### config.mk
export PLATFORM = sky130hd
export DESIGN_NAME = lectura
export DESIGN_NICKNAME = d
export VERILOG_FILES = /design/src/rtl/lectura.sv
export SDC_FILE = /design/constraint.sdc
export NUM_CORES = 1
export LEC_CHECK = 0
export ABC_AREA = 1
export BUFFER_PORTS_ARGS = -buffer_cell sky130_fd_sc_hd__buf_2
export CORE_MARGIN = 2
export CORE_UTILIZATION = 47
export DETAILED_ROUTE_END_ITERATION = 8
export PLACE_DENSITY_LB_ADDON = 0.08
export SETUP_SLACK_MARGIN = 0.05
export SKIP_CTS_REPAIR_TIMING = 1
export SYNTH_ARGS = -nofsm -noshare
export SYNTH_HDL_FRONTEND = slang
export SYNTH_SLANG_ARGS = --single-unit
### constraint.sdc
create_clock -name clk -period 1.65 [get_ports clk]
set_clock_uncertainty 0.2 [all_clocks]
set_input_delay 0.0825 -clock clk [delete_from_list [all_inputs] [get_ports clk]]
set_output_delay 0.0825 -clock clk [all_outputs]
set_load 0.01 [all_outputs]
### src/rtl/lectura.sv
// Read sequencer for the RTC multiplexed AD bus: address phase, turnaround, data phase, byte capture.
// Latency: the completion pulse comes 2*T_SETUP+2*T_PULSO+T_ESPERA+T_SETUP edges after the start edge.
// Backpressure: none; start requests are only sampled in IDLE, and all inputs are ignored mid-transaction.
module lectura #(
  parameter int T_SETUP  = 2,
  parameter int T_PULSO  = 10,
  parameter int T_ESPERA = 4
) (
  input  logic       clk,
  input  logic       reset,
  input  logic [7:0] dir,
  input  logic       iniciar,
  input  logic [7:0] data_in,
  output logic [7:0] ad_out,
  output logic       ad_oe,
  output logic       cs_n,
  output logic       wr_n,
  output logic       rd_n,
  output logic [7:0] dir_out,
  output logic [7:0] dato_leido,
  output logic       lee,
  output logic       fin,     // transaction-complete pulse ("final" is a reserved word)
  output logic       activa
);

  // Counter reload values: each state lasts (reload + 1) cycles.
  localparam logic [7:0] CNT_SETUP  = 8'(T_SETUP - 1);
  localparam logic [7:0] CNT_PULSO  = 8'(T_PULSO - 1);
  localparam logic [7:0] CNT_ESPERA = 8'(T_ESPERA - 1);

  typedef enum logic [2:0] {
    ST_IDLE,
    ST_DIR_SETUP,
    ST_DIR_WR,
    ST_DIR_HOLD,
    ST_ESPERA,
    ST_LEE_RD,
    ST_LEE_HOLD,
    ST_FIN
  } state_t;

  state_t     state_q, state_d;
  logic [7:0] cnt_q, cnt_d;
  logic [7:0] dir_q, dir_d;
  logic [7:0] dato_q, dato_d;
  logic       cs_n_q, cs_n_d;
  logic       wr_n_q, wr_n_d;
  logic       rd_n_q, rd_n_d;
  logic       oe_q, oe_d;
  logic       lee_q, lee_d;
  logic       fin_q, fin_d;
  logic       activa_q, activa_d;

  // Next state, counter reload, latches, and outputs decoded from the state being entered
  always_comb begin
    state_d  = state_q;
    cnt_d    = cnt_q;
    dir_d    = dir_q;
    dato_d   = dato_q;

    if (state_q == ST_IDLE) begin
      if (iniciar) begin
        state_d = ST_DIR_SETUP;
        cnt_d   = CNT_SETUP;
        dir_d   = dir;
      end
    end else if (cnt_q != 8'd0) begin
      cnt_d = cnt_q - 8'd1;
    end else begin
      case (state_q)
        ST_DIR_SETUP: begin state_d = ST_DIR_WR;   cnt_d = CNT_PULSO;  end
        ST_DIR_WR:    begin state_d = ST_DIR_HOLD; cnt_d = CNT_SETUP;  end
        ST_DIR_HOLD:  begin state_d = ST_ESPERA;   cnt_d = CNT_ESPERA; end
        ST_ESPERA:    begin state_d = ST_LEE_RD;   cnt_d = CNT_PULSO;  end
        ST_LEE_RD: begin
          // Sample the bus at the end of the last rd_n-low cycle
          state_d = ST_LEE_HOLD;
          cnt_d   = CNT_SETUP;
          dato_d  = data_in;
        end
        ST_LEE_HOLD:  begin state_d = ST_FIN;      cnt_d = 8'd0;       end
        default:      begin state_d = ST_IDLE;     cnt_d = 8'd0;       end
      endcase
    end

    cs_n_d   = 1'b1;
    wr_n_d   = 1'b1;
    rd_n_d   = 1'b1;
    oe_d     = 1'b0;
    lee_d    = 1'b0;
    fin_d    = 1'b0;
    activa_d = 1'b1;
    case (state_d)
      ST_IDLE:      activa_d = 1'b0;
      ST_DIR_SETUP: begin cs_n_d = 1'b0; oe_d = 1'b1; end
      ST_DIR_WR:    begin cs_n_d = 1'b0; oe_d = 1'b1; wr_n_d = 1'b0; end
      ST_DIR_HOLD:  begin cs_n_d = 1'b0; oe_d = 1'b1; end
      ST_ESPERA:    ;
      ST_LEE_RD:    begin cs_n_d = 1'b0; rd_n_d = 1'b0; lee_d = 1'b1; end
      ST_LEE_HOLD:  cs_n_d = 1'b0;
      default:      fin_d = 1'b1;
    endcase
  end

  // State, counter and registered outputs; reset forces the bus idle immediately
  always_ff @(posedge clk or posedge reset) begin
    if (reset) begin
      state_q  <= ST_IDLE;
      cnt_q    <= 8'd0;
      dir_q    <= 8'd0;
      dato_q   <= 8'd0;
      cs_n_q   <= 1'b1;
      wr_n_q   <= 1'b1;
      rd_n_q   <= 1'b1;
      oe_q     <= 1'b0;
      lee_q    <= 1'b0;
      fin_q    <= 1'b0;
      activa_q <= 1'b0;
    end else begin
      state_q  <= state_d;
      cnt_q    <= cnt_d;
      dir_q    <= dir_d;
      dato_q   <= dato_d;
      cs_n_q   <= cs_n_d;
      wr_n_q   <= wr_n_d;
      rd_n_q   <= rd_n_d;
      oe_q     <= oe_d;
      lee_q    <= lee_d;
      fin_q    <= fin_d;
      activa_q <= activa_d;
    end
  end

  assign ad_out     = dir_q;
  assign dir_out    = dir_q;
  assign dato_leido = dato_q;
  assign cs_n       = cs_n_q;
  assign wr_n       = wr_n_q;
  assign rd_n       = rd_n_q;
  assign ad_oe      = oe_q;
  assign lee        = lee_q;
  assign fin        = fin_q;
  assign activa     = activa_q;

endmodule
==> reports/qor_table.md, run 1 <==
| Step | Quantity | Value |
| --- | --- | --- |
| pwr | Sequential share of power | 53.7% |
| place | Port bufs | 49 |
| setup path | Kind of end point of the critical path | register |
| grt | Global-route usage over all layers | 18.07% |
| place | Half-perimeter wire length after placement | 2.848 mm |
| timing | Number of failing setup endpoints in the final timing report | 22 |
| final layout | Final standard cell utilization of the core | 74.04% |
| place | Worst-case setup slack after placement | -21.81 ps |
| timing | Post-route setup slack | -73.48 ps |
| logic synthesis | Syn Inst Count | 188 |
| pwr | Worst vdd ir | 0.5809 mV |
| place | Placer Congestion | 0.9040 |
| route | Wire length per cell | 13.73 µm |
| setup path | Maximum net fanout on the critical path | 8 |
| logic synthesis | Unique masters post-synth | 28 |
| pwr | Power per standard cell area | 563.8 nW/µm² |
| pwr | Net switching power | 0.3384 mW |
| run | Max-Cap Viols | 0 |
| place | Post-Place Cells | 286 |
| cts | Number of buffers created by CTS | 5 |
| pwr | Leakage | 1.432 nW |
| timing | Minimum period implied by the final worst setup slack | 1723 ps |
| final layout | Final Cell Area | 2751 µm² |
| route | Average via count per standard cell | 4.829 |
| cts | Clk Latency, worst-skew pair | 280 ps |
| die | I/O Pins | 50 |
| final layout | Antenna cell count | 0 |
| timing | Transition time at the pin with the least slew margin | 418.5 ps |
| route | Post-route ant nets | 0 |
| pwr | Combinational fraction of design power | 5.0% |
| cts | Max clock buf depth | 2 |
| timing | Highest clock frequency the design can meet | 580.2 MHz |
| cts | CTS HTree Levels | 2 |
| grt | Maximum number of pins on one net before global-route repair | 35 |
| cts | CTS tree | yes |
| run status | Violations in the final reports | setup timing |
| route | Vias | 1579 |
| logic synthesis | Post-Synthesis Mean Instance Area | 9.863 µm² |
| cts | Root Buffer Master | sky130_fd_sc_hd__clkbuf_8 |
| setup path | Startpoint types | register |
| final layout | Final net count | 303 |
| final layout | Share of layout cells above drive strength 1 | 59.50% |
| grt | Total overflow reported by the global router | 0 |
| setup path | WP data required | 1620 ps |
| pwr | Switching power share of the total | 21.81% |
| setup path | Path type of the worst setup path | register to register |
| route | DRT iter0 DRCs | 70 |
| logic synthesis | Number of warnings reported in the yosys synthesis log | 0 |
| timing | Worst-case headroom to the max-slew limit | 72.10% |
| grt | Number of global-route vias before repair | 1365 |
| die | Die boundary height | 66.81 µm |
| timing | Unrepaired setup endpoints after global routing | yes |
| place | Placed cell areas | 2206 µm² |
| die | Die W | 66.81 µm |
| grt | Wire length of the first global-routing pass | 6.030 mm |
| cts | Clock-pin slew on the worst setup and hold paths | 70 ps |
| final layout | Area growth from synthesis to layout | 48.38% |
| cts | Clock Sinks | 34 |
| timing | Post-route clock period utilization | 104.5% |
| route | Number of search-and-repair iterations in the first detailed-routing pass | 4 |
| pwr | Proportion of power drawn by the clock network | 41.2% |
| die | Initial standard-cell utilization of the core | 49.90% |
| logic synthesis | Register area share after synthesis | 46.09% |
| run status | Status | complete, but fails checks |
| logic synthesis | Register bit total from synthesis | 34 |
| timing | Final Hold Viols | 0 |
| setup path | Critical Path AT | 1690 ps |
| route | Drt drc | 0 |
| pwr | Internal power contribution | 1.213 mW |
| logic synthesis | Post-synthesis instance area | 1854 µm² |
| die | DIE AREA | 4464 µm² |
| route | Total Wirelength | 4.491 mm |
| die | Core footprint | 3716 µm² |
| logic synthesis | Net count after synthesis | 213 |
| final layout | Final cell count without fillers | 327 |
| grt | Number of antenna violations at the first check in global routing | 0 |
| die | Row Count | 22 |
| min path | Hold Crit Class | input pin to register |
| timing | Hold WS | 28.73 ps |
| timing | Number of pins with negative max-slew slack in the final report | 0 |
-- power by group through the flow --
stage                     combinational [mW]  sequential, mW  clock [mW]
after detailed placement              0.0471           0.849           0
after global placement                0.0460           0.849           0
after global routing                  0.0877           0.833       0.688
after CTS                             0.0472           0.833       0.660
after floorplan                       0.0183           0.849           0
final                                 0.0780           0.833       0.640
-- final cells by class --
class / instances / area, µm²
flip-flops and latches: 34 / 855.8
clock buffers: 6 / 82.58
clock inverters: 2 / 12.51
repair buffers: 92 / 653.1
fillers: 287 / 964.7
multi-input cells: 113 / 957.2
well taps: 48 / 60.06
inverters: 32 / 130.1
-- sequential cells by signal, indices dropped and copies added (netlist names), 3 cells and up --
signal and cells:
state_q 3, dato_leido 8, cnt_q 8, ad_out 8
-- synthesized netlist by cell type (all sizes together) --
| master | count | area share (%) |
|---|---|---|
| nor2 | 15 | 6.1 |
| o22ai | 3 | 1.0 |
| nand4 | 1 | 0.34 |
| o21ai | 13 | 5.1 |
| xor2 | 3 | 1.4 |
| nand2 | 43 | 12 |
| xnor2 | 1 | 0.47 |
| inv | 32 | 6.5 |
| o211ai | 3 | 1.2 |
| a22oi | 1 | 0.41 |
| dfstp | 3 | 4.3 |
| buf | 10 | 4.3 |
| nand3 | 15 | 5.8 |
| ha | 6 | 4.0 |
| mux2 | 8 | 4.9 |
| dfrtp | 31 | 42 |
-- stage by stage --
step | power, mW | setup TNS, ps
after floorplan | 0.8674 | 0
after CTS | 1.541 | -310.9
after detailed placement | 0.8962 | -123.1
final | 1.551 | -733.2
after global routing | 1.608 | -2882
after global placement | 0.8951 | 0
-- final timing paths --
kind / start / end / slack, ps / cells after the start
hold / removal: iniciar / cnt_q[3] / 30 / 4
max in group asynchronous: reset / wr_n / 660 / 4
setup reg to reg: state_q[0] / ad_out[5] / -70 / 8
setup / recovery: state_q[0] / ad_out[5] / -70 / 8
hold reg to reg: dato_leido[2] / dato_leido[2] / 290 / 2
min in group asynchronous: reset / ad_out[3] / 250 / 4
-- cell families after synthesis --
group	count (synthesis)	synth area share [%]
compound gates	20	7.760
fa+ha+maj	6	4.048
simple gates	74	24.63
xor+xnor	4	1.890
flops	34	46.09
buf+inv	42	10.73
mux	8	4.858
-- layer usage --
| metal | track usage, % | vias up | share of wire, % |
|---|---|---|---|
| met3 | 4.561 | 6 | 3.8 |
| li1 | - | 768 | - |
| met1 | 20.80 | 766 | 39 |
| met5 | 0 | - | 0 |
| met4 | 5.612 | 0 | 0.82 |
| met2 | 32.63 | 39 | 56 |
-- placed cells by master, fill, tap and decap left out, types with 2 or more instances in the layout --
cell and n:
sky130_fd_sc_hd__clkbuf_8 6, sky130_fd_sc_hd__inv_4 2, sky130_fd_sc_hd__nand3_1 7, sky130_fd_sc_hd__dfstp_2 3
sky130_fd_sc_hd__o21ai_2 8, sky130_fd_sc_hd__mux2_2 8, sky130_fd_sc_hd__ha_4 3, sky130_fd_sc_hd__inv_2 11
sky130_fd_sc_hd__o22ai_2 3, sky130_fd_sc_hd__dlygate4sd3_1 17, sky130_fd_sc_hd__nor2_2 4, sky130_fd_sc_hd__nand2_1 22
sky130_fd_sc_hd__inv_1 18, sky130_fd_sc_hd__o21ai_1 4, sky130_fd_sc_hd__nand3_4 3, sky130_fd_sc_hd__xor2_1 3
sky130_fd_sc_hd__buf_2 49, sky130_fd_sc_hd__o211ai_1 3, sky130_fd_sc_hd__buf_4 17, sky130_fd_sc_hd__nand2_2 12
sky130_fd_sc_hd__dfrtp_1 30, sky130_fd_sc_hd__buf_6 8, sky130_fd_sc_hd__nor2_4 6, sky130_fd_sc_hd__nor2_1 4
sky130_fd_sc_hd__nand2_4 8, sky130_fd_sc_hd__nand3_2 6, sky130_fd_sc_hd__ha_1 2
-- critical path, cell delays in order (launching register included) --
cell,delay [ps]
sky130_fd_sc_hd__dfrtp_1,390
sky130_fd_sc_hd__inv_2,90
sky130_fd_sc_hd__ha_4,150
sky130_fd_sc_hd__inv_4,40
sky130_fd_sc_hd__nor2_4,140
sky130_fd_sc_hd__buf_4,160
sky130_fd_sc_hd__nand2_4,60
sky130_fd_sc_hd__buf_12,140
sky130_fd_sc_hd__mux2_2,260
Power figures use the tool's default switching activity.
==> run 2: changes to the inputs <==
--- a/config.mk
+++ b/config.mk
@@ -10,6 +10,7 @@
 export CORE_MARGIN = 2
 export CORE_UTILIZATION = 47
 export DETAILED_ROUTE_END_ITERATION = 8
+export MAX_ROUTING_LAYER = met4
 export PLACE_DENSITY_LB_ADDON = 0.08
 export SETUP_SLACK_MARGIN = 0.05
 export SKIP_CTS_REPAIR_TIMING = 1
==> run 2 against run 1 <==
Effect of this change:
- the run still ends with setup timing left
- sequential power is essentially flat
- non-clock buffer count did not move
- critical path depth did not move
- fmax barely moved
- sequential cell count did not move
- largest power group unchanged
==> reports/qor_table.md, run 2 (synthesized netlist as in run 1, its figures left out) <==
| Step | Quantity | Value |
| --- | --- | --- |
| setup path | Maximum net fanout on the critical path | 8 |
| timing | Minimum period implied by the final worst setup slack | 1724 ps |
| place | Placer Congestion | 0.9195 |
| route | DRT iter0 DRCs | 95 |
| setup path | FF-to-FF End | ad_out[5] |
| setup path | CP peak stage delay | 390 ps |
| cts | Max clock buf depth | 2 |
| cts | Root Buffer Master | sky130_fd_sc_hd__clkbuf_8 |
| final layout | Area growth from synthesis to layout | 48.38% |
| final layout | Highest-count cells in the layout ignoring fill and taps | 49 x sky130_fd_sc_hd__buf_2, 30 x sky130_fd_sc_hd__dfrtp_1, 22 x sky130_fd_sc_hd__nand2_1 |
| min path | Depth of the worst hold-timing path | 4 |
| grt | Total overflow reported by the global router | 0 |
| die | I/O Pins | 50 |
| timing | Post-route setup slack | -74.28 ps |
| setup path | Reg-to-reg slack, setup | -70 ps |
| die | Die boundary height | 66.81 µm |
| setup path | Critical Path AT | 1690 ps |
| route | Post-route ant nets | 0 |
| setup path | WP depth | 8 |
| die | DIE AREA | 4464 µm² |
| timing | Unrepaired setup endpoints after global routing | yes |
| setup path | Length in cells of the worst reg-to-reg path | 8 |
| setup path | Termination of the worst setup path | ad_out[5] |
| final layout | Most frequent standard cell in the layout excluding fill and tap cells | sky130_fd_sc_hd__buf_2 |
| setup path | WP data required | 1620 ps |
| final layout | Final net count | 303 |
| die | Initial standard-cell utilization of the core | 49.90% |
| grt | Number of antenna violations at the first check in global routing | 0 |
| final layout | Share of layout cells above drive strength 1 | 59.50% |
| final layout | Total of fill cells in the finished design | 287 |
| pwr | Worst vdd ir | 0.5811 mV |
| route | Drt drc | 0 |
| setup path | Cell family with most CP delay | buffers and inverters |
| cts | Clk Latency, worst-skew pair | 280 ps |
| timing | Transition time at the pin with the least slew margin | 421.0 ps |
| cts | CTS HTree Levels | 2 |
| route | Number of search-and-repair iterations in the first detailed-routing pass | 4 |
| final layout | Final cell count without fillers | 327 |
| setup path | Number of buffer and inverter instances along the worst setup path | 4 |
| setup path | Path type of the worst setup path | register to register |
| min path | Hold Crit Class | input pin to register |
| die | Die W | 66.81 µm |
| timing | Highest clock frequency the design can meet | 580.0 MHz |
| route | Total Wirelength | 4.484 mm |
| cts | Clock-pin slew on the worst setup and hold paths | 70 ps |
| place | Half-perimeter wire length after placement | 2.848 mm |
| route | Vias | 1578 |
| grt | Number of global-route vias before repair | 1365 |
| pwr | Power per standard cell area | 563.6 nW/µm² |
| setup path | Startpoint types | register |
| route | Wire length per cell | 13.71 µm |
| final layout | Antenna cell count | 0 |
| cts | CTS tree | yes |
| route | Average via count per standard cell | 4.826 |
| place | Post-Place Cells | 286 |
| grt | Global-route usage over all layers | 18.55% |
| setup path | R2r startpoint | state_q[0] |
| run status | Violations in the final reports | setup timing |
| pwr | Total Power | 1.551 mW |
| pwr | Leakage | 1.432 nW |
| cts | Number of buffers created by CTS | 5 |
| setup path | Crit path max-delay cell type | sky130_fd_sc_hd__dfrtp_1 |
| die | Row Count | 22 |
| timing | Number of failing setup endpoints in the final timing report | 22 |
| timing | Post-route clock period utilization | 104.5% |
| setup path | Launch point of the critical path | state_q[0] |
| grt | Wire length of the first global-routing pass | 6.023 mm |
| run status | Status | complete, but fails checks |
| setup path | Chain of cells forming the critical path | inv_2 -> ha_4 -> inv_4 -> nor2_4 -> buf_4 -> nand2_4 -> buf_12 -> mux2_2 |
| timing | Final Hold Viols | 0 |
| timing | Worst-case headroom to the max-slew limit | 71.93% |
| die | Core footprint | 3716 µm² |
| setup path | Kind of end point of the critical path | register |
| timing | Number of pins with negative max-slew slack in the final report | 0 |
| grt | Maximum number of pins on one net before global-route repair | 35 |
| run | Max-Cap Viols | 0 |
| place | Port bufs | 49 |
| cts | Clock Sinks | 34 |
## run 2: cell counts in the layout (fill, tap and decap cells not counted)
No cell type changed its count.
## run 2: worst min-delay path: cells and delay by family
kind	cells	cell delay (ps)
buf+inv	2	250
compound gates	1	70
simple gates	1	70
## run 2: area by class of cell
type	count	area [µm²]	share of cell area (%)
clock buffers	6	82.58	3.001
multi-input cells	113	957.2	34.79
well taps	48	60.06	2.183
repair buffers	92	653.1	23.74
clock inverters	2	12.51	0.4548
inverters	32	130.1	4.729
flip-flops and latches	34	855.8	31.11
## run 2: worst min-delay path by stage
stage                        from   endpoint
after global placement      reset  ad_out[3]
after floorplan             reset     activa
after CTS                   reset   cnt_q[4]
final                     iniciar   cnt_q[3]
after global routing      iniciar   cnt_q[7]
after detailed placement    reset  ad_out[1]
## run 2: layer usage
layer  up-vias  track usage, %  wire [µm]
li1        768               -          -
met1       767           20.91       1761
met2        39           32.63       2528
met3         4           4.392        165
met4         0           5.612         29
met5         -               -          0
## run 2: power by group
part           switching [mW]  internal (mW)  total (mW)
logic                  0.0336         0.0444      0.0779
registers                   0          0.833       0.833
clock network           0.304          0.335       0.639
## run 2: stage by stage
stage	setup slack (ps)	setup TNS [ps]	cell area, µm²	util (%)	hold slack, ps
finish	-74.28	-751.7	2751	74.04	25.91
CTS	-34.16	-310.9	2301	61.92	-312.6
global route	-138.2	-2879	2751	74.04	45.93
floorplan	47.20	0	1897	-	21.88
global placement	21.78	0	2206	59.36	-11.24
detailed placement	-21.81	-123.1	2206	59.36	-2.571
==> run 3: changes to the inputs <==
--- a/config.mk
+++ b/config.mk
@@ -8,12 +8,13 @@
 export ABC_AREA = 1
 export BUFFER_PORTS_ARGS = -buffer_cell sky130_fd_sc_hd__buf_2
 export CORE_MARGIN = 2
-export CORE_UTILIZATION = 47
+export CORE_UTILIZATION = 49
+export CTS_BUF_LIST = sky130_fd_sc_hd__clkbuf_4 sky130_fd_sc_hd__clkbuf_8
 export DETAILED_ROUTE_END_ITERATION = 8
 export MAX_ROUTING_LAYER = met4
 export PLACE_DENSITY_LB_ADDON = 0.08
+export RECOVER_POWER = 50
 export SETUP_SLACK_MARGIN = 0.05
-export SKIP_CTS_REPAIR_TIMING = 1
 export SYNTH_ARGS = -nofsm -noshare
 export SYNTH_HDL_FRONTEND = slang
 export SYNTH_SLANG_ARGS = --single-unit
==> run 3 against run 2 <==
Effect of this change:
- the run still ends with setup timing left
- first-iteration DRC count shrank 25%
- die area shrank 3.8%
- sequential power is essentially flat
- hold slack gained 260 ps
- wire length shrank 6.4%
- non-clock buffer count shrank 4
- core utilization shrank 0.70 points
- global-route usage grew 3.1 points
- critical path depth grew 3
- via count shrank 3.8%
- sequential share of layout area grew 0.77 points
- largest cell class unchanged
==> reports/qor_table.md, run 3 (synthesized netlist as in run 1, its figures left out) <==
| Step | Quantity | Value |
| --- | --- | --- |
| timing | Number of failing setup endpoints in the final timing report | 6 |
| pwr | Leakage | 1.389 nW |
| final layout | Antenna cell count | 0 |
| timing | Transition time at the pin with the least slew margin | 847.9 ps |
| die | Die W | 65.52 µm |
| die | DIE AREA | 4292 µm² |
| route | Post-route ant nets | 0 |
| timing | Worst-case headroom to the max-slew limit | 43.47% |
| run | Max-Cap Viols | 0 |
| route | Wire length per cell | 12.95 µm |
| setup path | CP peak stage delay | 390 ps |
| cts | CTS HTree Levels | 2 |
| cts | Root Buffer Master | sky130_fd_sc_hd__clkbuf_8 |
| place | Placed cell areas | 2228 µm² |
| pwr | Switching power share of the total | 21.70% |
| setup path | WP data required | 1660 ps |
| grt | Number of global-route vias before repair | 1534 |
| timing | Hold WS | 283.7 ps |
| pwr | Proportion of power drawn by the clock network | 41.1% |
| final layout | Area of the multi-input gates | 967.2 µm² |
| route | Average via count per standard cell | 4.685 |
| die | Die boundary height | 65.52 µm |
| cts | Clock-pin slew on the worst setup and hold paths | 70 ps |
| cts | CTS tree | yes |
| min path | Hold Crit Class | register to register |
| timing | Number of pins with negative max-slew slack in the final report | 0 |
| timing | Post-route setup slack | -19.55 ps |
| die | Core footprint | 3661 µm² |
| final layout | Share of layout cells above drive strength 1 | 56.16% |
| final layout | Final Cell Area | 2685 µm² |
| setup path | Path type of the worst setup path | register to register |
| final layout | Total of fill cells in the finished design | 269 |
| final layout | Final net count | 300 |
| pwr | Net switching power | 0.3364 mW |
| die | Row Count | 22 |
| timing | Minimum period implied by the final worst setup slack | 1670 ps |
| final layout | Most frequent standard cell in the layout excluding fill and tap cells | sky130_fd_sc_hd__buf_2 |
| setup path | Chain of cells forming the critical path | inv_2 -> ha_4 -> inv_2 -> nor2_4 -> inv_4 -> nand2_4 -> nand2_4 -> nand2_8 -> nand2_4 -> nor2_4 -> inv_2 |
| setup path | Cell family with most CP delay | simple AND/OR/NAND/NOR gates |
| grt | Total overflow reported by the global router | 0 |
| grt | Wire length of the first global-routing pass | 6.893 mm |
| place | Placer Congestion | 0.8778 |
| timing | Unrepaired setup endpoints after global routing | yes |
| place | Port bufs | 49 |
| setup path | Startpoint types | register |
| setup path | Critical Path AT | 1680 ps |
| route | Total Wirelength | 4.196 mm |
| place | Half-perimeter wire length after placement | 2.744 mm |
| timing | Highest clock frequency the design can meet | 599.0 MHz |
| cts | Max clock buf depth | 2 |
| die | I/O Pins | 50 |
| die | Initial standard-cell utilization of the core | 50.65% |
| run status | Violations in the final reports | setup timing |
| grt | Number of antenna violations at the first check in global routing | 0 |
| setup path | Crit path max-delay cell type | sky130_fd_sc_hd__dfrtp_1 |
| timing | Final Hold Viols | 0 |
| route | Vias | 1518 |
| final layout | Area growth from synthesis to layout | 44.80% |
| pwr | Worst vdd ir | 0.4593 mV |
| route | Drt drc | 0 |
| setup path | Kind of end point of the critical path | register |
| cts | Clock Sinks | 34 |
| pwr | Sequential share of power | 53.8% |
| pwr | Power per standard cell area | 577.4 nW/µm² |
| timing | Total Negative Setup Slacks | -66.45 ps |
| final layout | Highest-count cells in the layout ignoring fill and taps | 47 x sky130_fd_sc_hd__buf_2, 30 x sky130_fd_sc_hd__dfrtp_1, 23 x sky130_fd_sc_hd__nand2_1 |
| run status | Status | complete, but fails checks |
| cts | Number of buffers created by CTS | 5 |
| final layout | Area occupied by registers | 855.8 µm² |
| setup path | Maximum net fanout on the critical path | 8 |
| route | Number of search-and-repair iterations in the first detailed-routing pass | 4 |
| grt | Maximum number of pins on one net before global-route repair | 35 |
| cts | Clk Latency, worst-skew pair | 280 ps |
| route | DRT iter0 DRCs | 71 |
| timing | Post-route clock period utilization | 101.2% |
| grt | Global-route usage over all layers | 21.64% |
| setup path | Number of buffer and inverter instances along the worst setup path | 4 |
| place | Worst-case setup slack after placement | -13.31 ps |
| pwr | Internal power contribution | 1.214 mW |
| pwr | Combinational fraction of design power | 5.1% |
| final layout | Final standard cell utilization of the core | 73.34% |
==> run 3: cell types whose count changed in the layout (fill, tap and decap cells not counted), moves of 2 or more <==
cell	previous run	this run
sky130_fd_sc_hd__o22ai_2	3	0
sky130_fd_sc_hd__nor2_1	4	6
sky130_fd_sc_hd__nor2_2	4	1
sky130_fd_sc_hd__buf_2	49	47
sky130_fd_sc_hd__buf_4	17	19
sky130_fd_sc_hd__o22ai_1	0	3
sky130_fd_sc_hd__clkbuf_1	0	2
sky130_fd_sc_hd__nor2_4	6	8
sky130_fd_sc_hd__buf_6	8	1
==> run 3: timing repair <==
item                                    4_1_cts  5_1_grt
cloned                                        0        2
endpoints found under the setup margin       25       31
hold endpoints to repair                     49        0
setup buffers                                 2        5
resized for setup                             9       18
pin swaps                                     9       13
hold buffers                                 18        0
==> run 3: routing by layer <==
layer,global-route usage (%),vias to the layer above,routed length [µm]
met3,6.507,3,124
met5,-,-,0
met1,22.88,724,1657
met4,5.208,0,17
met2,39.54,25,2398
li1,-,766,-
==> run 3: through the flow <==
step | std cells | power [mW]
2_1_floorplan | 188 | 0.8674
3_3_place_gp | 289 | 0.8950
3_5_place_dp | 289 | 0.8966
4_1_cts | 317 | 1.565
5_1_grt | 324 | 1.620
6_report | 324 | 1.550
==> run 3: power by group through the flow <==
stage	Combinational [mW]	Sequential [mW]	Clock, mW
after detailed placement	0.0474	0.849	0
after CTS	0.0796	0.833	0.652
after global routing	0.0892	0.833	0.698
after floorplan	0.0183	0.849	0
final	0.0797	0.833	0.637
after global placement	0.0459	0.849	0
==> run 3: worst register-to-register path, cell delays in order (launching register included) <==
cell and delay (ps):
sky130_fd_sc_hd__dfrtp_1 390, sky130_fd_sc_hd__inv_2 80, sky130_fd_sc_hd__ha_4 140, sky130_fd_sc_hd__inv_2 40, sky130_fd_sc_hd__nor2_4 180, sky130_fd_sc_hd__inv_4 110
sky130_fd_sc_hd__nand2_4 90, sky130_fd_sc_hd__nand2_4 70, sky130_fd_sc_hd__nand2_8 100, sky130_fd_sc_hd__nand2_4 50, sky130_fd_sc_hd__nor2_4 110, sky130_fd_sc_hd__inv_2 30
==> run 3: final timing paths <==
kind,start,endpoint,slack [ps],cells after the start
worst max-delay path,state_q[1],rd_n,-20,11
worst max register to register,state_q[1],rd_n,-20,11
worst min register to register,dato_leido[0],dato_leido[0],280,2
worst min-delay path,dato_leido[0],dato_leido[0],280,2
min in group asynchronous,reset,ad_out[0],400,4
max in group asynchronous,reset,cnt_q[4],270,4
==> run 3: area by class of cell <==
class,instances,area share (%)
clock buffer,6,3.075
multi-input combinational,114,36.02
timing repair buffer,88,21.67
tap,48,2.237
inverter,32,4.660
clock inverter,2,0.4660
sequential,34,31.87
